File: config.mk
export PLATFORM = sky130hd
export DESIGN_NAME = uart_rx
export DESIGN_NICKNAME = d
export VERILOG_FILES = /design/src/rtl/uart_pkg.sv /design/src/rtl/sync2.sv /design/src/rtl/uart_rx.sv
export SDC_FILE = /design/constraint.sdc
export NUM_CORES = 1
export LEC_CHECK = 0
export ABC_AREA = 1
export CAP_MARGIN = 20
export CORE_MARGIN = 5
export CORE_UTILIZATION = 56
export CTS_CLUSTER_SIZE = 30
export DETAILED_ROUTE_END_ITERATION = 8
export GPL_TIMING_DRIVEN = 0
export HOLD_SLACK_MARGIN = 0.1
export PLACE_DENSITY = 0.89
export SLEW_MARGIN = 20
export SYNTH_ARGS = -nofsm -noshare
export SYNTH_HDL_FRONTEND = slang
export SYNTH_HIERARCHICAL = 1
export SYNTH_SLANG_ARGS = --single-unit
File: constraint.sdc
create_clock -name Clock -period 1.6 [get_ports Clock]
set_input_delay 0.32 -clock Clock [delete_from_list [all_inputs] [get_ports Clock]]
set_output_delay 0.32 -clock Clock [all_outputs]
set_load 0.02 [all_outputs]
File: src/rtl/uart_pkg.sv
// Shared UART definitions: rx FSM state encoding and
// default frame timing, used by both the receive and transmit sides.
package uart_pkg;

  typedef enum logic [2:0] {
    RX_IDLE      = 3'd0,
    RX_START     = 3'd1,
    RX_DATA      = 3'd2,
    RX_STOP      = 3'd3,
    RX_WAIT_HIGH = 3'd4
  } rx_state_e;

  // 50 MHz / 38_400 baud
  localparam int DEF_CLKS_PER_BIT = 1302;
  // 8N1: start + 8 data + stop
  localparam int FRAME_BITS = 10;

endpackage

File: src/rtl/sync2.sv
// Two-flop synchronizer for an asynchronous single-bit input.
// The reset value is chosen to match the input's idle level.
module sync2 #(
  parameter logic RST_VAL = 1'b1
) (
  input  logic clk,
  input  logic rst_n,
  input  logic d,
  output logic q
);

  logic meta;

  always_ff @(posedge clk) begin
    if (!rst_n) begin
      meta <= RST_VAL;
      q    <= RST_VAL;
    end else begin
      meta <= d;
      q    <= meta;
    end
  end

endmodule

File: src/rtl/uart_rx.sv
// 8N1 LSB-first UART receiver with mid-bit sampling, a held
// data register with ready/ack handshake, and error pulses.
module uart_rx
  import uart_pkg::*;
#(
  parameter int CLKS_PER_BIT = DEF_CLKS_PER_BIT,
  parameter int DATA_BITS    = 8
) (
  input  logic                 Clock,
  input  logic                 Reset,
  input  logic                 RxIn,
  input  logic                 RxAck,
  output logic [DATA_BITS-1:0] RxData,
  output logic                 RxReady,
  output logic                 FrameError,
  output logic                 Overrun,
  output logic                 Busy
);

  localparam int CW = $clog2(CLKS_PER_BIT);

  localparam logic [CW-1:0] HALF_M1 =
    CW'(CLKS_PER_BIT / 2 - 1);
  localparam logic [CW-1:0] BIT_M1 =
    CW'(CLKS_PER_BIT - 1);
  localparam logic [2:0] LAST = 3'(DATA_BITS - 1);

  localparam logic [2:0] IDLE      = RX_IDLE;
  localparam logic [2:0] START     = RX_START;
  localparam logic [2:0] DATA      = RX_DATA;
  localparam logic [2:0] STOP      = RX_STOP;
  localparam logic [2:0] WAIT_HIGH = RX_WAIT_HIGH;

  logic                 rx_s;
  logic [2:0]           state;
  logic [CW-1:0]        cnt;
  logic [2:0]           idx;
  logic [DATA_BITS-1:0] sh;

  sync2 #(.RST_VAL(1'b1)) u_sync (
    .clk  (Clock),
    .rst_n(Reset),
    .d    (RxIn),
    .q    (rx_s)
  );

  always_ff @(posedge Clock) begin
    if (!Reset) begin
      state      <= IDLE;
      cnt        <= '0;
      idx        <= '0;
      sh         <= '0;
      RxData     <= '0;
      RxReady    <= 1'b0;
      FrameError <= 1'b0;
      Overrun    <= 1'b0;
      Busy       <= 1'b0;
    end else begin
      FrameError <= 1'b0;
      Overrun    <= 1'b0;
      if (RxAck) RxReady <= 1'b0;
      unique case (state)
        IDLE: begin
          cnt <= '0;
          if (!rx_s) begin
            state <= START;
            Busy  <= 1'b1;
          end
        end
        START: begin
          if (cnt == HALF_M1) begin
            cnt <= '0;
            idx <= '0;
            if (!rx_s) begin
              state <= DATA;
            end else begin
              state <= IDLE;
              Busy  <= 1'b0;
            end
          end else begin
            cnt <= cnt + 1'b1;
          end
        end
        DATA: begin
          if (cnt == BIT_M1) begin
            cnt <= '0;
            sh  <= {rx_s, sh[DATA_BITS-1:1]};
            idx <= idx + 3'd1;
            if (idx == LAST) state <= STOP;
          end else begin
            cnt <= cnt + 1'b1;
          end
        end
        STOP: begin
          if (cnt == BIT_M1) begin
            cnt <= '0;
            if (rx_s) begin
              // ack on the load cycle keeps the new byte ready
              RxData  <= sh;
              RxReady <= 1'b1;
              Overrun <= RxReady && !RxAck;
              state   <= IDLE;
              Busy    <= 1'b0;
            end else begin
              FrameError <= 1'b1;
              state      <= WAIT_HIGH;
            end
          end else begin
            cnt <= cnt + 1'b1;
          end
        end
        WAIT_HIGH: begin
          if (rx_s) begin
            state <= IDLE;
            Busy  <= 1'b0;
          end
        end
        default: begin
          state <= IDLE;
          Busy  <= 1'b0;
        end
      endcase
    end
  end

endmodule

==> results.json, run 1 <==
{
  "status": "completed",
  "die_area_sq_um": 4602,
  "clkTransAtPathRegs_ns": 0.12,
  "synth-xor-area-share_pct": 0,
  "rows": 21,
  "ant_nets": 0,
  "critical_path_arrival_ns": 1.90,
  "synth_cell_types": 30,
  "finish.utilization_pct": 73.37,
  "ys_ff_latch": 39,
  "layout_min_cycle_time_ns": 1.597,
  "cts_hold_buf": 0,
  "maxCapViolCount": 0,
  "drt_iter0_markers": 217,
  "rsz0062_at_grt": "yes",
  "path_class": "register to register",
  "yosys.area_share.adder_pct": 3.340,
  "tns_ns": 0,
  "min_path_type": "register to register",
  "clk_latency_ns": 0.37,
  "cts_buffers": 5,
  "drive_above_1_share_pct": 23.79,
  "synth-simple-area-share_pct": 28.92,
  "antenna_found_initial": 0,
  "p_per_area_nw_per_um2": 1252,
  "die_w_microns": 67.84,
  "grt_pass1_vias": 1568,
  "fin_worst_skew_ns": 0.006246,
  "p_leak_nw": 1.082,
  "wirelength_mm": 4.728,
  "cp_max_fo": 6,
  "port-buffer-count": 15,
  "routed_via_density": 5.485,
  "grt_usage_pct": 19.43,
  "synth_compound_area_share_pct": 15.23,
  "worst_pin_slew_ns": 0.4710,
  "synth_seq_area_share_pct": 41.68,
  "cts_sinks": 39,
  "dr.pass1.iters": 6,
  "finalHoldViolations": 0,
  "slew_viol_final": 0,
  "muxShareOfSynthArea_pct": 0,
  "fp.dieH_microns": 67.84,
  "dr_total_vias": 1843,
  "synthCells": 255,
  "cts.path.max_buffers": 2,
  "dpl.hpwl_mm": 2.837,
  "gp_congestion": 0.8673,
  "fin_nets": 298,
  "n_antenna_cell": 0,
  "htreeDepth": 2,
  "initial_utilization_pct": 57.03,
  "critPathCaptureType": "register",
  "setup_violations": 0,
  "drc": 0,
  "grt-ovfl-total": 0,
  "synth_fp_nets": 264,
  "syn2layout_area_growth_pct": 28.66,
  "grt_max_degree": 13,
  "io_pins": 16,
  "slew_headroom_pct": 68.60,
  "netlist_area_sq_um": 1873,
  "wl_per_cell_microns": 14.07,
  "core_area_sq_um": 3284,
  "cts_root_buf": "clkbuf_4",
  "yosys_warnings": 6,
  "tritoncts": "built",
  "fin_crit_sh_pct": 99.78,
  "critPathLaunchType": "register",
  "avgSynthCellArea_sq_um": 7.345,
  "ir_drop_mv": 0.5889,
  "max_freq_ghz": 0.6264,
  "grt_pass1_wl_mm": 6.768,
  "synth_top_family_by_area": "simple AND/OR/NAND/NOR gates",
  "cp.required_ns": 1.91
}
-- layout by cell type (no fill, tap or decap), types with 2 or more instances in the layout --
master	instances
a211oi_1	8
o21ai_0	12
nand2_4	4
dlygate4sd2_1	12
buf_2	2
nand3_1	16
a21oi_1	16
ha_1	3
nand4_1	12
clkbuf_4	6
dfxtp_2	3
clkdlybuf4s50_1	3
buf_6	3
inv_2	3
a21oi_2	3
dfxtp_1	34
nor2_1	25
inv_1	34
o21ai_1	2
inv_4	2
buf_4	10
dfxtp_4	2
nand2_1	39
o21ai_2	3
nand2_2	3
nor2_2	5
nor2_4	5
-- critical path, cell delays in order (launching register included) --
cell and delay [ns]:
dfxtp_1 0.46, nand2_1 0.16, nor2_4 0.20, nand3_4 0.17, nor2_4 0.22, buf_6 0.15
o21ai_2 0.05, a21oi_2 0.10
-- synthesized netlist by cell type --
cell type   n  area share, %
a21oi_1    18            4.8
a21oi_2     2           0.94
buf_2       3           0.80
nand4_2     1           0.67
ha_1        5            3.3
o22ai_1     1           0.33
nand3_2     1           0.53
inv_2       3           0.60
nor2_1     29            5.8
nand3b_2    1           0.60
a21o_1      1           0.40
o21ai_0    14            3.7
a211oi_1    8            3.2
nor2_4      2            1.2
nor2_2      3            1.0
dfxtp_1    39             42
buf_4       1           0.40
nor3_1      2           0.53
o21bai_1    1           0.40
buf_1       1           0.20
o21ai_2     3            1.4
nor3_2      1           0.53
nand3_1    17            4.5
clkbuf_1    1           0.20
buf_6       2            1.2
inv_1      36            7.2
nand2_2     2           0.67
nand2_1    44            8.8
nand4_1    12            4.0
clkinv_1    1           0.20
-- final cells by class --
| cell class | instances | area, sq um |
|---|---|---|
| clock buffers | 6 | 51.30 |
| plain buffers | 8 | 60.06 |
| clock inverters | 2 | 35.03 |
| well taps | 46 | 57.56 |
| flip-flops and latches | 39 | 792.0 |
| repair buffers | 26 | 230.2 |
| multi-input cells | 169 | 1025 |
| fillers | 258 | 874.6 |
| inverters | 40 | 158.9 |
-- cell families after synthesis --
kind of cell	count (synthesis)
buffers and inverters	48
flip-flops	39
AO/OA/AOI/OAI	48
AND/OR/NAND/NOR	115
adder cells (fa/ha/maj)	5
-- stage by stage --
stage,hold slack (ns),total power [mW],area [sq um],setup WS [ns],cells
global placement,0.3860,1.967,2081,-0.4218,316
detailed placement,0.4015,2.001,2081,-0.4320,316
global route,0.4776,3.180,2410,-0.08167,336
CTS,0.4304,2.710,2182,0.004893,324
finish,0.4266,3.017,2410,0.003487,336
floorplan,0.3795,1.795,1873,0.1424,255
-- report_power, final --
part           total, mW  leakage (nW)  internal [mW]  switching (mW)
logic               1.16         0.715          0.435           0.721
clock network      0.725        0.0482          0.369           0.356
registers           1.14         0.318           1.05          0.0865
-- sequential cells by signal, summed over array words and instances (netlist names) --
signal / flops
cnt: 11
RxData: 8
sh: 8
idx: 3
state: 3
Busy: 1
FrameError: 1
Overrun: 1
RxReady: 1
u_sync/meta: 1
u_sync/q: 1
-- final timing paths --
kind,end,startpoint,depth (start not counted),slack (ns)
worst min register to register,u_sync/q,u_sync/meta,2,0.43
worst max register to register,RxData[2],cnt[10],7,0.003
worst max-delay path,RxData[2],cnt[10],7,0.003
worst min-delay path,u_sync/q,u_sync/meta,2,0.43
-- per-layer routing --
| layer | global-route usage (%) | wire length, microns | up-vias |
|---|---|---|---|
| met5 | 0 | 0 | - |
| met4 | 7.444 | 131 | 0 |
| met3 | 4.926 | 318 | 21 |
| met2 | 33.05 | 2351 | 71 |
| met1 | 23.52 | 1926 | 847 |
| li1 | - | - | 904 |
-- what timing repair did --
action	4_1_cts	5_1_grt
setup buffers	0	9
gates cloned	0	3
endpoints found under the setup margin	49	33
pin swaps	2	10
hold endpoints to repair	0	0
gates resized for setup	21	38
No activity file was read; power rests on OpenSTA's default activity.
==> inputs of run 2 (changes only) <==
--- a/config.mk
+++ b/config.mk
@@ -11,7 +11,6 @@
 export CORE_UTILIZATION = 56
 export CTS_CLUSTER_SIZE = 30
 export DETAILED_ROUTE_END_ITERATION = 8
-export GPL_TIMING_DRIVEN = 0
 export HOLD_SLACK_MARGIN = 0.1
 export PLACE_DENSITY = 0.89
 export SLEW_MARGIN = 20
@@ -19,3 +18,4 @@
 export SYNTH_HDL_FRONTEND = slang
 export SYNTH_HIERARCHICAL = 1
 export SYNTH_SLANG_ARGS = --single-unit
+export TNS_END_PERCENT = 30
==> run 2 against run 1 <==
  * Largest cell class unchanged
  * Critical endpoint is now state[2]
  * Highest routed layer unchanged
  * Flip-flop and latch count did not move
  * Global-route usage fell by 0.57 points
  * Fmax up 3.2%
  * Hold slack improved by 0.0052 ns
  * Combinational power down 8%
==> results.json, run 2 (synthesis gave the netlist of run 1 again) <==
{
  "status": "completed",
  "fin_nets": 296,
  "min_path_type": "register to register",
  "slew_viol_final": 0,
  "final_common_cell": "nand2_1",
  "finalHoldViolations": 0,
  "cts_sinks": 39,
  "tritoncts": "built",
  "maxCapViolCount": 0,
  "p_leak_nw": 1.086,
  "ir_drop_mv": 0.7379,
  "setup_violations": 0,
  "fin_worst_skew_ns": 0.01529,
  "finish.utilization_pct": 71.77,
  "rr_endpoint": "state[2]",
  "drt_iter0_markers": 194,
  "clk_latency_ns": 0.35,
  "dr.pass1.iters": 4,
  "largest_register_ffs": 11,
  "critical_path_arrival_ns": 1.81,
  "htreeDepth": 2,
  "reg2reg_slack_ns": 0.05,
  "n_antenna_cell": 0,
  "wl_per_cell_microns": 12.44,
  "grt-ovfl-total": 0,
  "hold_depth": 2,
  "cpMostUsedCell": "nand2_1",
  "cts_hold_buf": 0,
  "ant_nets": 0,
  "path_delay_family": "simple AND/OR/NAND/NOR gates",
  "path_class": "register to register",
  "dpl.hpwl_mm": 2.889,
  "worstSetupStartpoint": "cnt[2]",
  "rsz0062_at_grt": "yes",
  "fp.dieH_microns": 67.84,
  "rows": 21,
  "reg2reg_from": "cnt[2]",
  "grt_usage_pct": 18.86,
  "dr_total_vias": 1768,
  "critPathCaptureType": "register",
  "gp_congestion": 0.9353,
  "core_area_sq_um": 3284,
  "wirelength_mm": 4.155,
  "drc": 0,
  "slew_headroom_pct": 79.20,
  "grt_pass1_vias": 1539,
  "routed_via_density": 5.293,
  "cts.path.max_buffers": 2,
  "max_flop_register": "cnt",
  "initial_utilization_pct": 57.03,
  "worst_path_largest_cell_delay_ns": 0.45,
  "p_per_area_nw_per_um2": 1234,
  "io_pins": 16,
  "die_w_microns": 67.84,
  "grt_pass1_wl_mm": 6.610,
  "critPathBufInv": 0,
  "tns_ns": 0,
  "cts_buffers": 5,
  "die_area_sq_um": 4602,
  "crit_path_cell_trace": "nand2_1, nor2_4, nand3_4, a21oi_2, nand4_1, nand2_1, nor2_1",
  "grt_max_degree": 21,
  "critPathLaunchType": "register",
  "antenna_found_initial": 0,
  "port-buffer-count": 15,
  "final_cell_mix": "nand2_1 (38), dfxtp_1 (36), inv_1 (35)",
  "drive_above_1_share_pct": 21.53,
  "worst_path_max_delay_cell": "dfxtp_1",
  "clkTransAtPathRegs_ns": 0.13,
  "layout_min_cycle_time_ns": 1.546,
  "max_freq_ghz": 0.6467,
  "cp-endpoint": "state[2]",
  "worst_pin_slew_ns": 0.3115,
  "cts_root_buf": "clkbuf_4",
  "holdWs_ns": 0.4319,
  "cp.required_ns": 1.86,
  "reg_top3": "cnt x11, RxData x8, sh x8",
  "syn2layout_area_growth_pct": 25.85,
  "crit_cells": 7,
  "cp_max_fo": 6,
  "fin_crit_sh_pct": 96.64,
  "reg2reg_depth": 7
}
run 2: cell types whose count changed in the layout (fill, tap and decap cells not counted), sizes merged:
cell and change:
clkbuf -2, nor2 -1, dlygate4sd2 -1, clkinvlp -1, dlymetal6s2s +1, buf +1, inv +1
run 2: worst min-delay path by stage:
stage / startpoint / to / slack, ns
global route: u_sync/meta / u_sync/q / 0.45
global placement: u_sync/meta / u_sync/q / 0.38
CTS: u_sync/meta / u_sync/q / 0.44
floorplan: u_sync/meta / u_sync/q / 0.38
finish: u_sync/meta / u_sync/q / 0.43
detailed placement: u_sync/meta / u_sync/q / 0.41
run 2: tightest hold or removal path: stages (launching register included):
cell	delay, ns
dfxtp_1	0.33
inv_1	0.04
nand2_1	0.04
run 2: power by group:
part,internal (mW),switching (mW)
sequential,1.04,0.0759
combinational,0.424,0.648
clock,0.377,0.342
total,1.84,1.07
run 2: through the flow:
stage / area, sq um / power [mW] / worst slack, ns / cells
finish: 2357 / 2.910 / 0.05372 / 334
floorplan: 1873 / 1.795 / 0.1424 / 255
CTS: 2226 / 2.737 / 0.0006050 / 330
global route: 2357 / 3.091 / -0.07721 / 334
detailed placement: 2146 / 2.028 / 0.01844 / 322
global placement: 2146 / 2.007 / 0.06704 / 322
run 2: per-layer routing:
| metal | up-vias | global-route usage, % | share of wire (%) |
|---|---|---|---|
| li1 | 897 | - | - |
| met5 | - | 0 | 0 |
| met4 | 0 | 8.437 | 1.5 |
| met2 | 42 | 29.28 | 48 |
| met3 | 7 | 4.762 | 4.0 |
| met1 | 822 | 24.69 | 46 |
run 2: timing repair:
| item | in CTS | in global routing |
|---|---|---|
| pin swaps | 0 | 6 |
| gates resized for setup | 13 | 24 |
| setup endpoints to repair | 15 | 35 |
| buffers inserted | 0 | 4 |
run 2: cell type report:
type | instances | area, sq um
sequential | 39 | 784.5
fill | 238 | 927.1
timing repair buffer | 33 | 310.3
inverter | 40 | 150.1
clock buffer | 6 | 51.30
multi-input combinational | 168 | 964.7
tap | 46 | 57.56
clock inverter | 2 | 38.79
==> inputs of run 3 (changes only) <==
--- a/config.mk
+++ b/config.mk
@@ -8,11 +8,11 @@
 export ABC_AREA = 1
 export CAP_MARGIN = 20
 export CORE_MARGIN = 5
-export CORE_UTILIZATION = 56
+export CORE_UTILIZATION = 60
 export CTS_CLUSTER_SIZE = 30
 export DETAILED_ROUTE_END_ITERATION = 8
 export HOLD_SLACK_MARGIN = 0.1
-export PLACE_DENSITY = 0.89
+export PLACE_DENSITY = 0.93
 export SLEW_MARGIN = 20
 export SYNTH_ARGS = -nofsm -noshare
 export SYNTH_HDL_FRONTEND = slang
==> constraint.sdc (replaced) <==
create_clock -name Clock -period 2 [get_ports Clock]
set_input_delay 0.4 -clock Clock [delete_from_list [all_inputs] [get_ports Clock]]
set_output_delay 0.4 -clock Clock [all_outputs]
set_load 0.02 [all_outputs]
==> run 3 against run 2 <==
  * First-iteration DRC count fell by 38%
  * Highest routed layer unchanged
  * Die area decreased by 5.7%
  * Non-clock buffer count fell by 15
  * Critical endpoint is now RxData[7]
  * Core utilization decreased by 2.0 points
  * Global-route usage rose by 1.0 points
  * Via count decreased by 5.0%
  * Clock power is 42% lower
  * Largest power group unchanged
  * Setup slack better by 0.12 ns
  * Count of clock-buffer cells in the layout down 1
  * Wire length decreased by 7.0%
  * Combinational power is 37% lower
  * Fmax down 15%
==> results.json, run 3 (synthesis gave the netlist of run 1 again) <==
{
  "status": "completed",
  "cts_buffers": 5,
  "ir_drop_mv": 0.7573,
  "ant_nets": 0,
  "wl_met2_mm": 1.831,
  "grt_pass1_wl_mm": 6.686,
  "wl_per_cell_microns": 12.19,
  "critical_path_arrival_ns": 2.13,
  "cp_max_fo": 17,
  "final_cell_mix": "nand2_1 (44), dfxtp_1 (39), inv_1 (36)",
  "reg2reg_slack_ns": 0.17,
  "m1WireLength_mm": 1.787,
  "dp_slack_ns": 0.1915,
  "initial_utilization_pct": 61.86,
  "finish.utilization_pct": 69.79,
  "htreeDepth": 2,
  "fin_nets": 281,
  "gp_congestion": 0.8602,
  "max_flop_register": "cnt",
  "grt_usage_pct": 19.89,
  "largest_register_ffs": 11,
  "tns_ns": 0,
  "die_area_sq_um": 4339,
  "die_w_microns": 65.87,
  "slew_headroom_pct": 63.01,
  "fin_crit_sh_pct": 91.44,
  "io_pins": 16,
  "dr_total_vias": 1679,
  "drive_above_1_share_pct": 10.99,
  "p_per_area_nw_per_um2": 944.9,
  "min_path_type": "register to register",
  "critPathLaunchType": "register",
  "dr.pass1.iters": 4,
  "worst_pin_slew_ns": 0.5506,
  "cts_root_buf": "clkbuf_4",
  "reg_top3": "cnt x11, RxData x8, sh x8",
  "fin_worst_skew_ns": 0.001805,
  "rows": 20,
  "dpl.hpwl_mm": 2.610,
  "syn2layout_area_growth_pct": 12.83,
  "routed_via_density": 5.297,
  "grt_pass1_vias": 1579,
  "wl_met3_microns": 171,
  "path_class": "register to register",
  "core_area_sq_um": 3028,
  "finalHoldViolations": 0,
  "layout_min_cycle_time_ns": 1.829,
  "max_freq_ghz": 0.5468,
  "cts.path.max_buffers": 2,
  "wirelength_mm": 3.864,
  "grt_max_degree": 21,
  "postCtsSetupRepairBufs": 0,
  "n_antenna_cell": 0,
  "port-buffer-count": 15,
  "clkTransAtPathRegs_ns": 0.12,
  "drt_iter0_markers": 121,
  "place_area_sq_um": 2048,
  "drc": 0,
  "final_common_cell": "nand2_1",
  "clk_latency_ns": 0.36,
  "maxCapViolCount": 0,
  "tritoncts": "built",
  "fin_area_sq_um": 2113,
  "setup_slack_ns": 0.1713,
  "cts_sinks": 39,
  "highest_layer": "met4",
  "setup_violations": 0,
  "grt-ovfl-total": 0,
  "rsz0062_at_grt": "no",
  "p_leak_nw": 0.8835,
  "cp.required_ns": 2.30,
  "critPathCaptureType": "register",
  "fp.dieH_microns": 65.87,
  "antenna_found_initial": 0,
  "slew_viol_final": 0
}
## run 3: metrics by stage
stage / hold slack (ns) / cells / power, mW
after global routing: 0.4475 / 317 / 2.147
after detailed placement: 0.3882 / 309 / 1.574
after global placement: 0.3862 / 309 / 1.546
after CTS: 0.4169 / 317 / 1.991
after floorplan: 0.3795 / 255 / 1.436
final: 0.4150 / 317 / 1.997
## run 3: worst paths after layout
kind	from	to	depth (start not counted)
max	cnt[0]	RxData[7]	7
min	u_sync/meta	u_sync/q	2
max reg2reg	cnt[0]	RxData[7]	7
min reg2reg	u_sync/meta	u_sync/q	2
## run 3: layer usage
metal  GRT usage, %  up-vias
li1               -      866
met1          23.60      753
met2          33.42       52
met3          3.912        8
met4          10.88        0
met5              0        -
## run 3: what timing repair did
item / 4_1_cts / 5_1_grt
hold buffers: 0 / 0
hold endpoints to repair: 0 / 0
setup endpoints to repair: 0 / 5
resized for setup: 0 / 1
## run 3: cell type report
type                    count  area [sq um]
clock buffers               5         37.54
multi-input cells         168         897.1
well taps                  44         55.05
flip-flops and latches     39         780.7
fillers                   233         914.6
repair buffers             18         172.7
inverters                  40         150.1
clock inverters             3         20.02
## run 3: worst max-delay path, stage by stage (launching register included)
cell	delay (ns)
dfxtp_1	0.44
ha_1	0.18
nand2_1	0.06
nor2_1	0.22
nand3_2	0.20
nor2_4	0.35
o21ai_0	0.16
a21oi_1	0.15
## run 3: where the power goes
group,switching [mW],internal (mW)
combinational,0.457,0.222
clock,0.281,0.134
sequential,0.0720,0.831
